[src/rtl/closest_hit_select.sv]
// Closest-hit selector: folds NUM_SPHERES candidate t values per ray
// into the nearest valid hit (t, sphere index, hit flag).
module closest_hit_select #(
  parameter int SIZE = 64,
  parameter int NUM_SPHERES = 8,
  parameter logic [SIZE-1:0] T_MIN = 64'h3F50624DD2F1A9FC,
  localparam int IDX_W = (NUM_SPHERES > 1) ? $clog2(NUM_SPHERES) : 1
) (
  input  logic             aclk,
  input  logic             areset,
  input  logic [SIZE-1:0]  t_axis_tdata,
  input  logic             t_axis_tvalid,
  output logic             t_axis_tready,
  output logic [SIZE-1:0]  hit_axis_t,
  output logic [IDX_W-1:0] hit_axis_idx,
  output logic             hit_axis_hit,
  output logic             hit_axis_tvalid,
  input  logic             hit_axis_tready
);

  localparam logic [SIZE-1:0] INF = 64'h7FF0000000000000;
  localparam logic [IDX_W-1:0] LAST = IDX_W'(NUM_SPHERES - 1);

  typedef enum logic {
    ACCUM,
    OUTPUT
  } state_t;

  state_t           state;
  logic [IDX_W-1:0] sphere_cnt;
  logic [SIZE-1:0]  best_t;
  logic [IDX_W-1:0] best_idx;
  logic             best_vld;

  logic             cand_ok;
  logic             better;
  logic             take;
  logic             last;
  logic [SIZE-1:0]  nxt_t;
  logic [IDX_W-1:0] nxt_idx;
  logic             nxt_vld;

  // Candidate qualification and running-minimum update including this beat.
  // Unsigned ordering matches numeric ordering for positive finite doubles.
  always_comb begin
    cand_ok = !t_axis_tdata[SIZE-1]
           && (t_axis_tdata[SIZE-2:SIZE-12] != 11'h7FF)
           && (t_axis_tdata > T_MIN);
    better  = cand_ok && (!best_vld || (t_axis_tdata < best_t));
    take    = t_axis_tvalid && t_axis_tready && (state == ACCUM);
    last    = (sphere_cnt == LAST);
    nxt_t   = better ? t_axis_tdata : best_t;
    nxt_idx = better ? sphere_cnt : best_idx;
    nxt_vld = best_vld || better;
  end

  // Ray accumulation / result hold state machine with registered outputs.
  always_ff @(posedge aclk) begin
    if (areset) begin
      state           <= ACCUM;
      sphere_cnt      <= '0;
      best_t          <= '0;
      best_idx        <= '0;
      best_vld        <= 1'b0;
      t_axis_tready   <= 1'b1;
      hit_axis_tvalid <= 1'b0;
      hit_axis_t      <= '0;
      hit_axis_idx    <= '0;
      hit_axis_hit    <= 1'b0;
    end else begin
      unique case (state)
        ACCUM: begin
          if (take) begin
            if (last) begin
              hit_axis_t      <= nxt_vld ? nxt_t : INF;
              hit_axis_idx    <= nxt_vld ? nxt_idx : '0;
              hit_axis_hit    <= nxt_vld;
              hit_axis_tvalid <= 1'b1;
              t_axis_tready   <= 1'b0;
              sphere_cnt      <= '0;
              best_vld        <= 1'b0;
              state           <= OUTPUT;
            end else begin
              best_t     <= nxt_t;
              best_idx   <= nxt_idx;
              best_vld   <= nxt_vld;
              sphere_cnt <= sphere_cnt + IDX_W'(1);
            end
          end
        end
        OUTPUT: begin
          if (hit_axis_tready) begin
            hit_axis_tvalid <= 1'b0;
            t_axis_tready   <= 1'b1;
            state           <= ACCUM;
          end
        end
        default: state <= ACCUM;
      endcase
    end
  end

endmodule
[config.mk]
export PLATFORM = sky130hd
export DESIGN_NAME = closest_hit_select
export DESIGN_NICKNAME = d
export VERILOG_FILES = /design/src/rtl/closest_hit_select.sv
export SDC_FILE = /design/constraint.sdc
export NUM_CORES = 1
export LEC_CHECK = 0
export CELL_PAD_IN_SITES_DETAIL_PLACEMENT = 2
export CELL_PAD_IN_SITES_GLOBAL_PLACEMENT = 2
export CORE_UTILIZATION = 29
export DETAILED_ROUTE_END_ITERATION = 10
export PLACE_DENSITY_LB_ADDON = 0.1
export SYNTH_ARGS = -nofsm -noshare
export SYNTH_HDL_FRONTEND = slang
export SYNTH_SLANG_ARGS = --single-unit
[constraint.sdc]
create_clock -name aclk -period 2.5 [get_ports aclk]
set_input_delay 0.5 -clock aclk [delete_from_list [all_inputs] [get_ports aclk]]
set_output_delay 0.5 -clock aclk [all_outputs]
set_load 0.05 [all_outputs]
# Yosys cells after proc, flatten, opt, wreduce, memory -nomap -nowiden
# Index checks and enable logic that the tools add are counted.
# totals
regBits,142
elab_cells,51
inputBits,68
out_inout_bits,70
# classes
n_bitwise,2
muxes,18
n_eq_ne,5
addsub,1
reduce_logical,13
n_lt_le_gt_ge,2
# ops
cell,n
2-to-1 mux 64 bit,2
"greater-than comparator 64 x 62 -> 1 bit, second input constant",1
less-than comparator 64 bit,1
"inequality test 11 bit, second input constant",1
2-to-1 mux 1 bit,10
2-to-1 mux 3 bit,3
AND reduction 3 bit,3
"inequality test 2 bit, second input constant",3
case mux 1 bit (2 select lines),3
logical AND 1 bit,5
"adder 3 x 1 -> 3 bit, second input constant",1
"== test 3 bit, second input constant",1
zero test 1 bit,2
logical OR 1 bit,2
NOT 1 bit,2
AND reduction 2 bit,1

# Logic depth before layout (Yosys ltp)
# Gate-level depths: netlist of run 1.
# depth
word_depth,6
depth_mapped,12
mapped_depth_nobuf,10

# Worst setup path after synthesis of run 1
# No wires, ideal clock.
# synth_timing
kind,input-to-reg
startpoint,in t_axis_tdata[61]
endpoint,reg hit_axis_t[32]
arrival_time_ns,2.533
slack_ns,-0.161
path_stages,10
setup_ns,0.128
path_buffers,2
required_ns,2.372
cell_sequence,ha_1 nand4_1 or4_1 a31oi_1 a211oi_1 o221ai_2 buf_4 buf_4 mux2i_1 o21ai_1
# synth_via
elab_chain_len,6
word_cells_on_any_way,10
cone_classes,order compare (2); eq/ne (1); mux (2); reduce/logical (5)
# synth_rtl
element,line_no,text
from (decl),11,"input logic [SIZE-1:0] t_axis_tdata,"
branches (longest 3 deep; another with greater-than comparator 64 x 62 -> 1 bit),--,
logical AND 1 bit (*),49,better = cand_ok && (!best_vld || (t_axis_tdata < best_t));
2-to-1 mux 64 bit / logical OR 1 bit (equally long branches),"52, 54",
2-to-1 mux 64 bit (*),75,hit_axis_t <= nxt_vld ? nxt_t : INF;
to (signal assigned),75,
to (decl),14,"output logic [SIZE-1:0] hit_axis_t,"
# Every way passes the cells marked *.
# A chain may end at the register's enable or synchronous reset.

# Worst setup path in the final report of run 1
# layout_timing
startpoint,reg best_t[33]
endpoint,reg best_t[42]
# layout_via
elab_chain_len,4
# layout_rtl
element,line_no,text
from (decl),31,logic [SIZE-1:0] best_t;
from (signal assigned),84,best_t <= nxt_t;
less-than comparator 64 bit,49,
logical OR 1 bit,49,
logical AND 1 bit,49,
2-to-1 mux 64 bit,52,nxt_t = better ? t_axis_tdata : best_t;
# Every way passes these cells.

==> results.txt, run 1 <==
* Post-synth cell types: 54
* Sequential area share after synthesis: between 30% and 40%
* Combined flip-flop and latch cell area: approximately 0.0029 mm2
* Type of element launching the critical path: register
- The number of hold-slack violations in the final timing report came to 0.
* Post-route cell area: ~0.013 mm2
- Antenna-violating nets left: 0
- In this run, CTS created clock tree buffers numbering 17.
- Final period util: 117.5%
- The worst setup path is captured at a register.
- First drt pass iteration count: 4
* Post-route insts no fill: 1593
- Dividing the synthesized area by the synthesized cell count gives just under 9 um2.
- The number of global-route vias before repair was ~8800.
* Min-delay worst type: input port to register
- Layout cells sized above 1: 34.11%
* Nets@finish: between 1000 and 1500
- The core region is ~0.027 mm2.
- Synth top area cells: dfxtp_1 36%, mux2i_1 17%, nand2b_1 11%
* Worst-case clock skew: 15.35 ps
- Status: finished with violations
- Die extent in x: 167.3 um
* Synth-to-layout area growth: 69.38%
* Max FO, Critical Path: 6
* Count of placed standard cells including taps: between 1500 and 2000
- Synth area leader: dfxtp_1
- Synth Warn #: 0
- For this configuration, the core starts out at a cell density of between 20% and 30%.
- RePlAce Congestion: approximately 0.76
* Synthesized instance count: ~900
* Slowest cell on the critical path: dfxtp_1
- The number of antenna diodes in the final layout is 0.
- For the worst setup path, the data arrival time is between 3000 and 4000 ps.
- The die is about 170 um tall.
- Maximum number of pins on one net before global-route repair: 88
- Final Worst Setup Slack: -438.6 ps
- Static power due to leakage: about 0.0053 uW
* Clock tree from TritonCTS: built
- Netlist area before placement: between 0.007 and 0.008 mm2
* Count of vias placed by the detailed router: just under 8000
* Number of buffers between clock root and the deepest sink: 2
- Fmax: around 0.34 GHz
* CTS Sinks: between 100 and 150
- All-Layer GR Usage: approximately 23%
- Headroom to the max-slew limit came out at 60.70%.
- Vias per cell: just under 5
- Once detailed placement completed, the half-perimeter wirelength came to ~20000 um.
- The die covers 0.02798 mm2.
- Summing all placed instances gives a cell area of approximately 0.011 mm2.
* Synthesized Nets: approximately 1000
- The largest single stage delay on the critical path is approximately 360 ps.
- Classification of the worst setup path: register to register
* Post-synthesis async set-or-reset flop share: 0%
- Number of enable flip-flop cells after synthesis: 0
- The cell sitting at the root of the clock tree is a clkbuf_16.
- RSZ-0062 raised after global routing: true
- Commonest register cell after synthesis: dfxtp_1
- Number of H-tree branching levels: 4
- Power density over cell area: around 480 mW/mm2
- The critical path goes through inv_1, ha_1, a21oi_1, o21ai_1, a22oi_2, a31oi_4, a211oi_4, o221ai_4, buf_12, nor3_4, buf_6, buf_12, buf_12, mux2i_1.
- The number of pins with negative max-slew slack in the final report came to 0.
- After clock tree synthesis, the clock-pin slew on the worst setup and hold paths is approximately 70 ps.
- After synthesis the netlist holds a flip-flop and latch count of 142.
- Data required time of the critical path: about 2800 ps
* Count of standard-cell rows: 60
* Wire length of the first global-routing pass: roughly 50000 um
- Once layout is complete, the utilization of the core stands at about half.
- Across the VDD grid, the largest voltage drop is between 400 and 500 uV.
* Final period demand of the worst path: approximately 3000 ps
- Filler Cell Count: around 2800
- Final setup viols: between 100 and 150
* Antenna violations before repair: 0
* Average detailed-routed wire length per instance: ~21 um
* Actual transition at the worst max-transition pin: about 590 ps
* Iteration-0 DRC count of the detailed router: about 210
* Number of max-capacitance violations reported: 0
* Post-Route WL: around 34000 um
* DRC violation count after routing: 0
* Worst skew pair latency: 430 ps
- Counting stages on the worst path, the most repeated cell is buf_12.
- In the post-synthesis netlist, the cell with the most instances is dfxtp_1.
* Failing checks: setup timing
- Top post-synthesis cells by count: 142 x dfxtp_1, 137 x nand2b_1, 132 x mux2i_1
- Number of top-level pins: about 140
* Area of combinational cells with multiple inputs: 0.005587 mm2
- IO buf count: between 100 and 150
- The total overflow left after global routing is 0.
* Area share of the leading cell type in the synthesized netlist: around 36%
-- final cells by class --
| class | count | share of cell area (%) |
|---|---|---|
| clock buffers | 20 | 3.330 |
| inverters | 68 | 1.903 |
| clock inverters | 12 | 1.007 |
| multi-input cells | 640 | 41.64 |
| repair buffers | 370 | 27.59 |
| flip-flops and latches | 142 | 21.35 |
| well taps | 341 | 3.180 |
-- worst paths after layout --
path / slack [ps] / to / cells after the start / from
worst max-delay path: -440 / best_t[42]$_SDFFE_PP0P_ / 14 / best_t[33]$_SDFFE_PP0P_
worst min-delay path: 430 / best_t[17]$_SDFFE_PP0P_ / 3 / t_axis_tdata[17]
worst max register to register: -440 / best_t[42]$_SDFFE_PP0P_ / 14 / best_t[33]$_SDFFE_PP0P_
worst min register to register: 450 / hit_axis_t[43]$_SDFFE_PP0P_ / 2 / hit_axis_t[43]$_SDFFE_PP0P_
-- flip-flops by register name, indices dropped and copies added (netlist names) --
signal and cells:
t_axis_tready 1, sphere_cnt 3, hit_axis_tvalid 1, state 1, hit_axis_t 64, best_t 64
best_vld 1, hit_axis_idx 3, best_idx 3, hit_axis_hit 1
-- per-layer routing --
layer  track usage, %  vias up  wire [um]
met1            26.75     3903      14090
met4            7.020        0        800
met2            43.75      127      17820
met5                0        -          0
li1                 -     3767          -
met3            3.120       47        822
-- metrics by stage --
stage / setup TNS, ps / power [uW] / hold slack (ps) / setup slack [ps]
4_1_cts: -28550 / 6341 / 453.2 / -301.1
5_1_grt: -56400 / 6671 / 445.9 / -500.2
3_5_place_dp: -146870 / 3527 / 442.6 / -1231
3_3_place_gp: -142520 / 3489 / 436.6 / -1135
6_report: -43700 / 6408 / 425.2 / -438.6
2_1_floorplan: -4250 / 2943 / 442.5 / -57.36
-- report_power, final --
group / switching (uW) / total (uW) / internal (uW)
sequential: 37.2 / 2360 / 2320
clock: 1120 / 2630 / 1500
combinational: 674 / 1430 / 753
total: 1830 / 6410 / 4570
-- placed cells by master, fill, tap and decap left out, drive strengths merged, types with 18 or more instances in the layout --
cell           instances
buf                  239
dfxtp                142
nand2b               137
mux2i                132
nand2                 84
clkdlybuf4s50         72
inv                   70
o21ai                 69
ha                    65
dlygate4sd2           32
a21oi                 32
clkbuf                28
nor2                  25
clkdlybuf4s15         18
-- worst max-delay path, delay by kind of cell, from the launching register on --
| family | cells | cell delay [ps] |
|---|---|---|
| flip-flops | 1 | 360 |
| adder cells (fa/ha/maj) | 1 | 330 |
| buffers and inverters | 5 | 680 |
| AO/OA/AOI/OAI | 6 | 1110 |
| AND/OR/NAND/NOR | 1 | 160 |
| multiplexers | 1 | 210 |
-- cell families after synthesis --
family                   after synthesis  share of synthesized area, %
AO/OA/AOI/OAI                        145                         10.93
AND/OR/NAND/NOR                      298                         20.36
adder cells (fa/ha/maj)               65                         10.27
flip-flops                           142                         35.89
buffers and inverters                113                         5.861
multiplexers                         132                         16.68
-- timing repair --
item / in CTS / in global routing
gates cloned: 10 / 3
hold buffers: 0 / 0
resized for setup: 286 / 78
hold endpoints to repair: 0 / 0
pin swaps: 52 / 21
buffers inserted: 41 / 9
endpoints found under the setup margin: 136 / 136
Power figures use the tool's default switching activity.
==> run 2: changes to the inputs <==
ABC_CLOCK_PERIOD_IN_PS = 2500   (was default)
CORE_UTILIZATION = 35   (was 29)
DONT_BUFFER_PORTS = 1   (was default)
==> run 2 against run 1 <==
Compared with the run above: the flow finishes with violations (DRC, setup timing); critical path depth did not move; worst setup slack is essentially flat; register-to-register slack about the same; core utilization shrank 2.1 points; non-clock buffer count is 232 lower; clock power decreased by 8.0%; combinational power is 30% lower; sequential share of layout area rose by 5.8 points.
==> results.txt, run 2 (synthesized netlist as in run 1, its figures left out) <==
- The length in cells of the worst reg-to-reg path is 14 (unchanged).
- Average detailed-routed wire length per instance: 21.35 um (+1.4%)
- Post-DP Area: 0.009268 mm2 (-18%)
* Overflow after GRT: 0 (unchanged)
- Cell-by-cell listing of the critical path: inv_1, ha_4, nand4_1, nor4_4, buf_4, nand4_1, or2_1, o221ai_4, buf_12, nor3_4, buf_6, buf_6, buf_12, mux2i_1
- Worst path max stage delay: 350 ps (about the same)
- The initial antenna violation count was 0 (unchanged).
- Final Hold Viols: 0 (unchanged)
- Clock Root Buffer: clkbuf_16
* Max transition margin: 60.68% (about the same)
- Slowest cell on the critical path: nor4_4
* Worst-path clk slew: 60 ps (about the same)
* Count of standard-cell rows: 54 (-10%)
- The area of the die was 0.02323 mm2 (-17%).
* Largest voltage drop on the vdd net: 414.8 uV (+3.0%)
* DP HPWL: 18910 um (-3.7%)
- Antenna-violating nets left: 0 (unchanged)
- Worst setup path endpoint: best_t[54]$_SDFFE_PP0P_
* Wire length of the first global-routing pass: 43650 um (-12%)
- The final number of setup-violating endpoints is 134 (-0.74%).
- The areal power density over the cells came to 548.3 mW/mm2 (+15%).
- Final-report max-slew violation count: 0 (unchanged)
- In the final layout, the registers with the most flip-flops are best_t x64, hit_axis_t x64.
* DRC violation count after routing: 8 (+8)
- Worst reg2reg endpoint: best_t[54]$_SDFFE_PP0P_
* Number of H-tree branching levels: 4 (unchanged)
- The placeable core area was 0.02203 mm2 (-18%).
- Post-route cell area: 0.01053 mm2 (-22%)
- The fraction of final layout cells sized beyond drive strength 1 was 25.10% (-9.0 points).
- TritonCTS built the clock tree.
* Die extent in x: 152.4 um (-8.9%)
- The max-capacitance violation count came to 0 (unchanged).
- Maximum number of pins on one net before global-route repair: 156 (+77%)
- The number of search-and-repair iterations in the first detailed-routing pass was 7 (+3).
* Worst skew pair latency: 430 ps (about the same)
- Top Family by Delay on Critical Path: simple AND/OR/NAND/NOR gates
- The post-route clock skew came to 12.87 ps (-2.480 ps).
* Number of global-route vias before repair: 7986 (-9.7%)
- The worst setup path is captured at a register.
- The overall routing resource usage is 24.16% (+1.0 points).
- The internal reg-to-reg setup slack is -440 ps (about the same).
- The number of nets in the finished design is 1140 (-17%).
* Number of buffers created by CTS: 17 (unchanged)
- Starting Density: 35.96% (+6.5 points)
* Type of element launching the critical path: register
* Number of top-level pins: 138 (unchanged)
- Critical path launch point: best_t[47]$_SDFFE_PP0P_
- The leakage dissipation was 0.004129 uW (-23%).
- The time the final worst path needs with I/O delays and setup is 2938 ps (-0.3140 ps).
* Post-Route WL: 27760 um (-17%)
- Final Worst Setup Slack: -438.3 ps (+0.3140 ps)
- The final reports fail on DRC, setup timing.
- Fmax: 0.3403 GHz (about the same)
- The logic depth of the worst path, buffers included was 14 (unchanged).
- Max FO, Critical Path: 12 (+6)
- The total via count after detailed routing is 6893 (-12%).
- R2r startpoint: best_t[47]$_SDFFE_PP0P_
- The chip height came to 152.4 um (-8.9%).
- Count of inserted antenna diode cells: 0 (unchanged)
- The library cells used most frequently in the layout, excluding fill and tap cells, are 136 x nand2b_1, 128 x dfxtp_1, 117 x mux2i_1, 108 x buf_4, 84 x nand2_1.
* Critical path buffer and inverter count: 6 (+1)
* Iteration-0 DRC count of the detailed router: 181 (-15%)
* Data required time of the critical path: 2850 ps (about the same)
- Status: finished with violations
- Vias per cell: 5.302 (+7.7%)
* Worst endpoint data arrival time: 3290 ps (about the same)
- RSZ-0062 raised after global routing: true
* Classification of the worst setup path: register to register
* Worst Setup Slack post-DPL: -728.0 ps (+502.7 ps)
* Synth-to-layout area growth: 32.95%
* Final period util: 117.5% (about the same)
- Filler Cell Count: 2309 (-17%)
* Number of buffers between clock root and the deepest sink: 2 (unchanged)
- The transition at the pin with the smallest max-transition slack came to 589.1 ps (+1.351 ps).
- RePlAce Congestion: 0.8149 (+7.1%)
* IO buf count: 0 (-100%)
- CTS Sinks: 142 (unchanged)
* Min-delay worst type: input port to register
- Most common cell after layout, fill and taps aside: nand2b_1
## run 2: changes by cell type in the layout (fill, tap and decap cells not counted), sizes merged
cell           previous run  this run
buf                     239       135
bufbuf                    1         0
bufinv                    2         0
clkbuf                   28        21
clkdlybuf4s15            18         0
clkdlybuf4s50            72         0
clkinv                    4         5
dlygate4sd2              32         0
inv                      70        73
## run 2: through the flow
stage | hold slack (ps) | power [uW] | setup TNS, ps | util, % | std cells
2_1_floorplan | 442.5 | 2943 | -4250 | - | 895
3_3_place_gp | 457.7 | 3156 | -74360 | 42.08 | 1243
3_5_place_dp | 476.9 | 3214 | -80610 | 42.08 | 1243
4_1_cts | 141.7 | 5777 | -34380 | 46.88 | 1291
5_1_grt | 139.6 | 6020 | -66530 | 47.81 | 1300
6_report | 161.5 | 5774 | -49970 | 47.81 | 1300
## run 2: worst min path at each step
stage	from	end	slack, ps	cells after the start
floorplan	best_t[63]$_SDFFE_PP0P_	best_t[63]$_SDFFE_PP0P_	440	2
global placement	best_idx[2]$_SDFFE_PP0P_	best_idx[2]$_SDFFE_PP0P_	460	2
detailed placement	best_idx[0]$_SDFFE_PP0P_	best_idx[0]$_SDFFE_PP0P_	480	2
CTS	areset	hit_axis_t[52]$_SDFFE_PP0P_	140	1
global route	areset	hit_axis_t[52]$_SDFFE_PP0P_	140	1
finish	areset	hit_axis_t[59]$_SDFFE_PP0P_	160	1
## run 2: power breakdown
| part | switching [uW] | internal (uW) |
|---|---|---|
| registers | 34.8 | 2320 |
| logic | 450 | 554 |
| clock network | 1110 | 1310 |
| total | 1590 | 4180 |
## run 2: cell type report
class	count	area, um2	area share, %
timing repair buffer	138	1395	13.25
tap	280	350.3	3.327
clock buffer	18	439.2	4.171
multi-input combinational	640	5120	48.62
clock inverter	14	110.1	1.046
inverter	68	255.2	2.424
sequential	142	2860	27.16
## run 2: per-layer routing
metal / track usage, % / part of all wire, %
met5: 0 / 0
met4: 6.397 / 1.6
met3: 5.660 / 4.2
met2: 46.92 / 54
met1: 25.91 / 40
## run 2: timing repair
action,CTS,global route
endpoints found under the hold margin,0,0
gates cloned,6,3
buffers inserted,11,9
pin swaps,8,12
hold buffers,0,0
resized for setup,63,33
setup endpoints to repair,134,135
==> run 3: changes to the inputs <==
ABC_CLOCK_PERIOD_IN_PS = default   (was 2500)
CORE_UTILIZATION = 30   (was 35)
==> run 3 against run 2 <==
Compared with the run above: largest cell class unchanged; sequential cell count stayed put; highest routed layer unchanged; wire length grew 0.53%; register-to-register slack better by 60 ps; clock power increased by 6%; sequential share of layout area down 0.59 points; combinational power is 4% higher; via count is 0.42% lower; sequential power about the same; core utilization shrank 6.4 points; maximum frequency grew 1.8%; critical path depth fell by 1; the run ends with setup timing left.
==> results.txt, run 3 (synthesized netlist as in run 1, its figures left out) <==
- The flow ran to the end, but the final reports show violations.
* Failing checks: setup timing
- Worst skew pair latency: 430 ps (about the same)
- Min-delay worst type: input port to register
- The largest registers in the layout are best_t x64, hit_axis_t x64.
- The length in cells of the worst reg-to-reg path came to 15 (+1).
- IO buf count: 0 (unchanged)
- Number of max-capacitance violations reported: 0 (unchanged)
- Clock Root Buffer: clkbuf_16
- Power density over cell area: 553.6 mW/mm2 (+0.96%)
- The fraction of final layout cells sized beyond drive strength 1 is 25.64% (+0.54 points).
- The top fanout value on the critical path came to 6 (-6).
- CTS Sinks: 142 (unchanged)
- The leakage dissipation came to 0.004164 uW (+0.85%).
- Final Worst Setup Slack: -386.4 ps (+51.83 ps)
- The share of the cycle needed by the critical path after routing came to 115.5% (-2.1 points).
- The critical path in this run is classified as input port to register.
- The achievable clock frequency is 0.3465 GHz (+1.8%).
* Overall power: 5962 uW (+3.3%)
* Starting Density: 30.48% (-5.5 points)
* Type of element launching the critical path: input port
* Most common cell after layout, fill and taps aside: nand2b_1
- The global-route wire length before repair is 42770 um (-2.0%).
* Clock tree from TritonCTS: built
- Post-route setup TNS: -38840 ps (+11130 ps)
* Number of global-route vias before repair: 7812 (-2.2%)
* Actual transition at the worst max-transition pin: 626.4 ps (+37.31 ps)
- The detailed placer's ending HPWL is 19260 um (+1.8%).
- Leaving out fill and tap cells, the most frequent cells in the layout are 136 x nand2b_1, 127 x dfxtp_1, 113 x mux2i_1, 107 x buf_4, 83 x nand2_1.
- The count of unresolved DRC violations after routing was 0 (-8).
- The total via count after detailed routing came to 6864 (-0.42%).
- The floorplan die width came to 164.5 um (+7.9%).
* Hold buffer count at cts: 0 (unchanged)
- The number of buffers between clock root and the deepest sink was 2 (unchanged).
- Count of inserted antenna diode cells: 0 (unchanged)
- STA classifies the critical path endpoint as a register.
* Count of placed standard cells including taps: 1296 (+4.3%)
- Maximum number of pins on one net before global-route repair: 156 (unchanged)
* Worst endpoint data arrival time: 3230 ps (-60 ps)
- The overall routing resource usage came to 20.82% (-3.3 points).
- The critical path data required time came to 2840 ps (about the same).
* Std-Cell Core Area: 0.02598 mm2 (+18%)
- Average detailed-routed wire length per instance: 20.56 um (-3.7%)
* Worst-path clk slew: 60 ps (about the same)
* Number of H-tree branching levels: 4 (unchanged)
- Max transition margin: 58.19% (-2.5 points)
* Final-report max-slew violation count: 0 (unchanged)
- The chip height was 164.5 um (+7.9%).
- Number of top-level pins: 138 (unchanged)
* Vias per cell: 5.058 (-4.6%)
- The number of search-and-repair iterations in the first detailed-routing pass is 4 (-3).
* Largest voltage drop on the vdd net: 303.6 uV (-27%)
- Antenna-violating nets left: 0 (unchanged)
- Overall die area: 0.02705 mm2 (+16%)
* Overflow after GRT: 0 (unchanged)
- The placement row count came to 59 (+9.3%).
- The number of nets in the finished design was 1142 (+0.18%).
* Final setup viols: 134 (unchanged)
* Post-route insts no fill: 1357 (+4.4%)
- From synthesis to final layout, the design area changed by 35.97%.
* Number of buffers created by CTS: 17 (unchanged)
- The initial antenna violation count is 0 (unchanged).
- The post-placement setup slack came to -731.7 ps (-3.668 ps).
- Worst-case clock skew: 14.17 ps (+1.296 ps)
- RSZ-0062 raised after global routing: true
- RePlAce Congestion: 0.7865 (-3.5%)
- Iteration-0 DRC count of the detailed router: 146 (-19%)
* Post-Route WL: 27900 um (+0.53%)
* Final Hold Viols: 0 (unchanged)
* Final period demand of the worst path: 2886 ps (-51.83 ps)
- The number of stages on the worst hold path was 1 (unchanged).
[run 3: worst paths after layout]
kind,start,endpoint,slack [ps]
worst min register to register,best_idx[2]$_SDFFE_PP0P_,best_idx[2]$_SDFFE_PP0P_,500
worst min-delay path,areset,hit_axis_t[53]$_SDFFE_PP0P_,180
worst max register to register,best_t[13]$_SDFFE_PP0P_,best_idx[0]$_SDFFE_PP0P_,-380
worst max-delay path,t_axis_tdata[44],best_idx[0]$_SDFFE_PP0P_,-390
[run 3: cell type report]
class                      count  area, um2
clock inverter                12      137.6
multi-input combinational    640       5185
fill                        2756      15220
timing repair buffer         140       1474
tap                          335      419.2
clock buffer                  20      436.7
sequential                   142       2861
inverter                      68      255.2
[run 3: where the power goes]
group | leakage, uW | switching, uW | internal (uW)
clock network | 0.000264 | 1090 | 1480
registers | 0.00116 | 35.7 | 2320
logic | 0.00274 | 458 | 582
total | 0.00416 | 1580 | 4380
[run 3: metal layers]
metal	global-route usage (%)	vias up	routed length, um
li1	-	3307	-
met1	22.79	3416	11240
met2	39.14	115	14970
met3	5.600	26	1376
met4	5.505	0	314
met5	0	-	0
[run 3: per-stage QoR]
stage,hold WS (ps),area (um2),util [%]
5_1_grt,149.5,10770,41.44
2_1_floorplan,442.5,8195,-
3_3_place_gp,458.1,9321,35.87
3_5_place_dp,477.2,9321,35.87
6_report,181.9,10770,41.44
4_1_cts,141.2,10530,40.52
[run 3: what timing repair did]
action / in CTS / in global routing
gates resized for setup: 52 / 74
buffers inserted: 14 / 10
endpoints found under the setup margin: 135 / 134
gates cloned: 10 / 3
pin swaps: 12 / 26
[run 3: worst max-delay path, stage by stage]
cell	delay, ps
nor3_1	270
nor4bb_1	480
buf_4	200
nand3_1	70
o21ai_0	300
o21ba_2	240
o221ai_4	120
buf_12	150
nor3_4	240
buf_8	200
buf_12	130
buf_12	130
mux2i_1	200
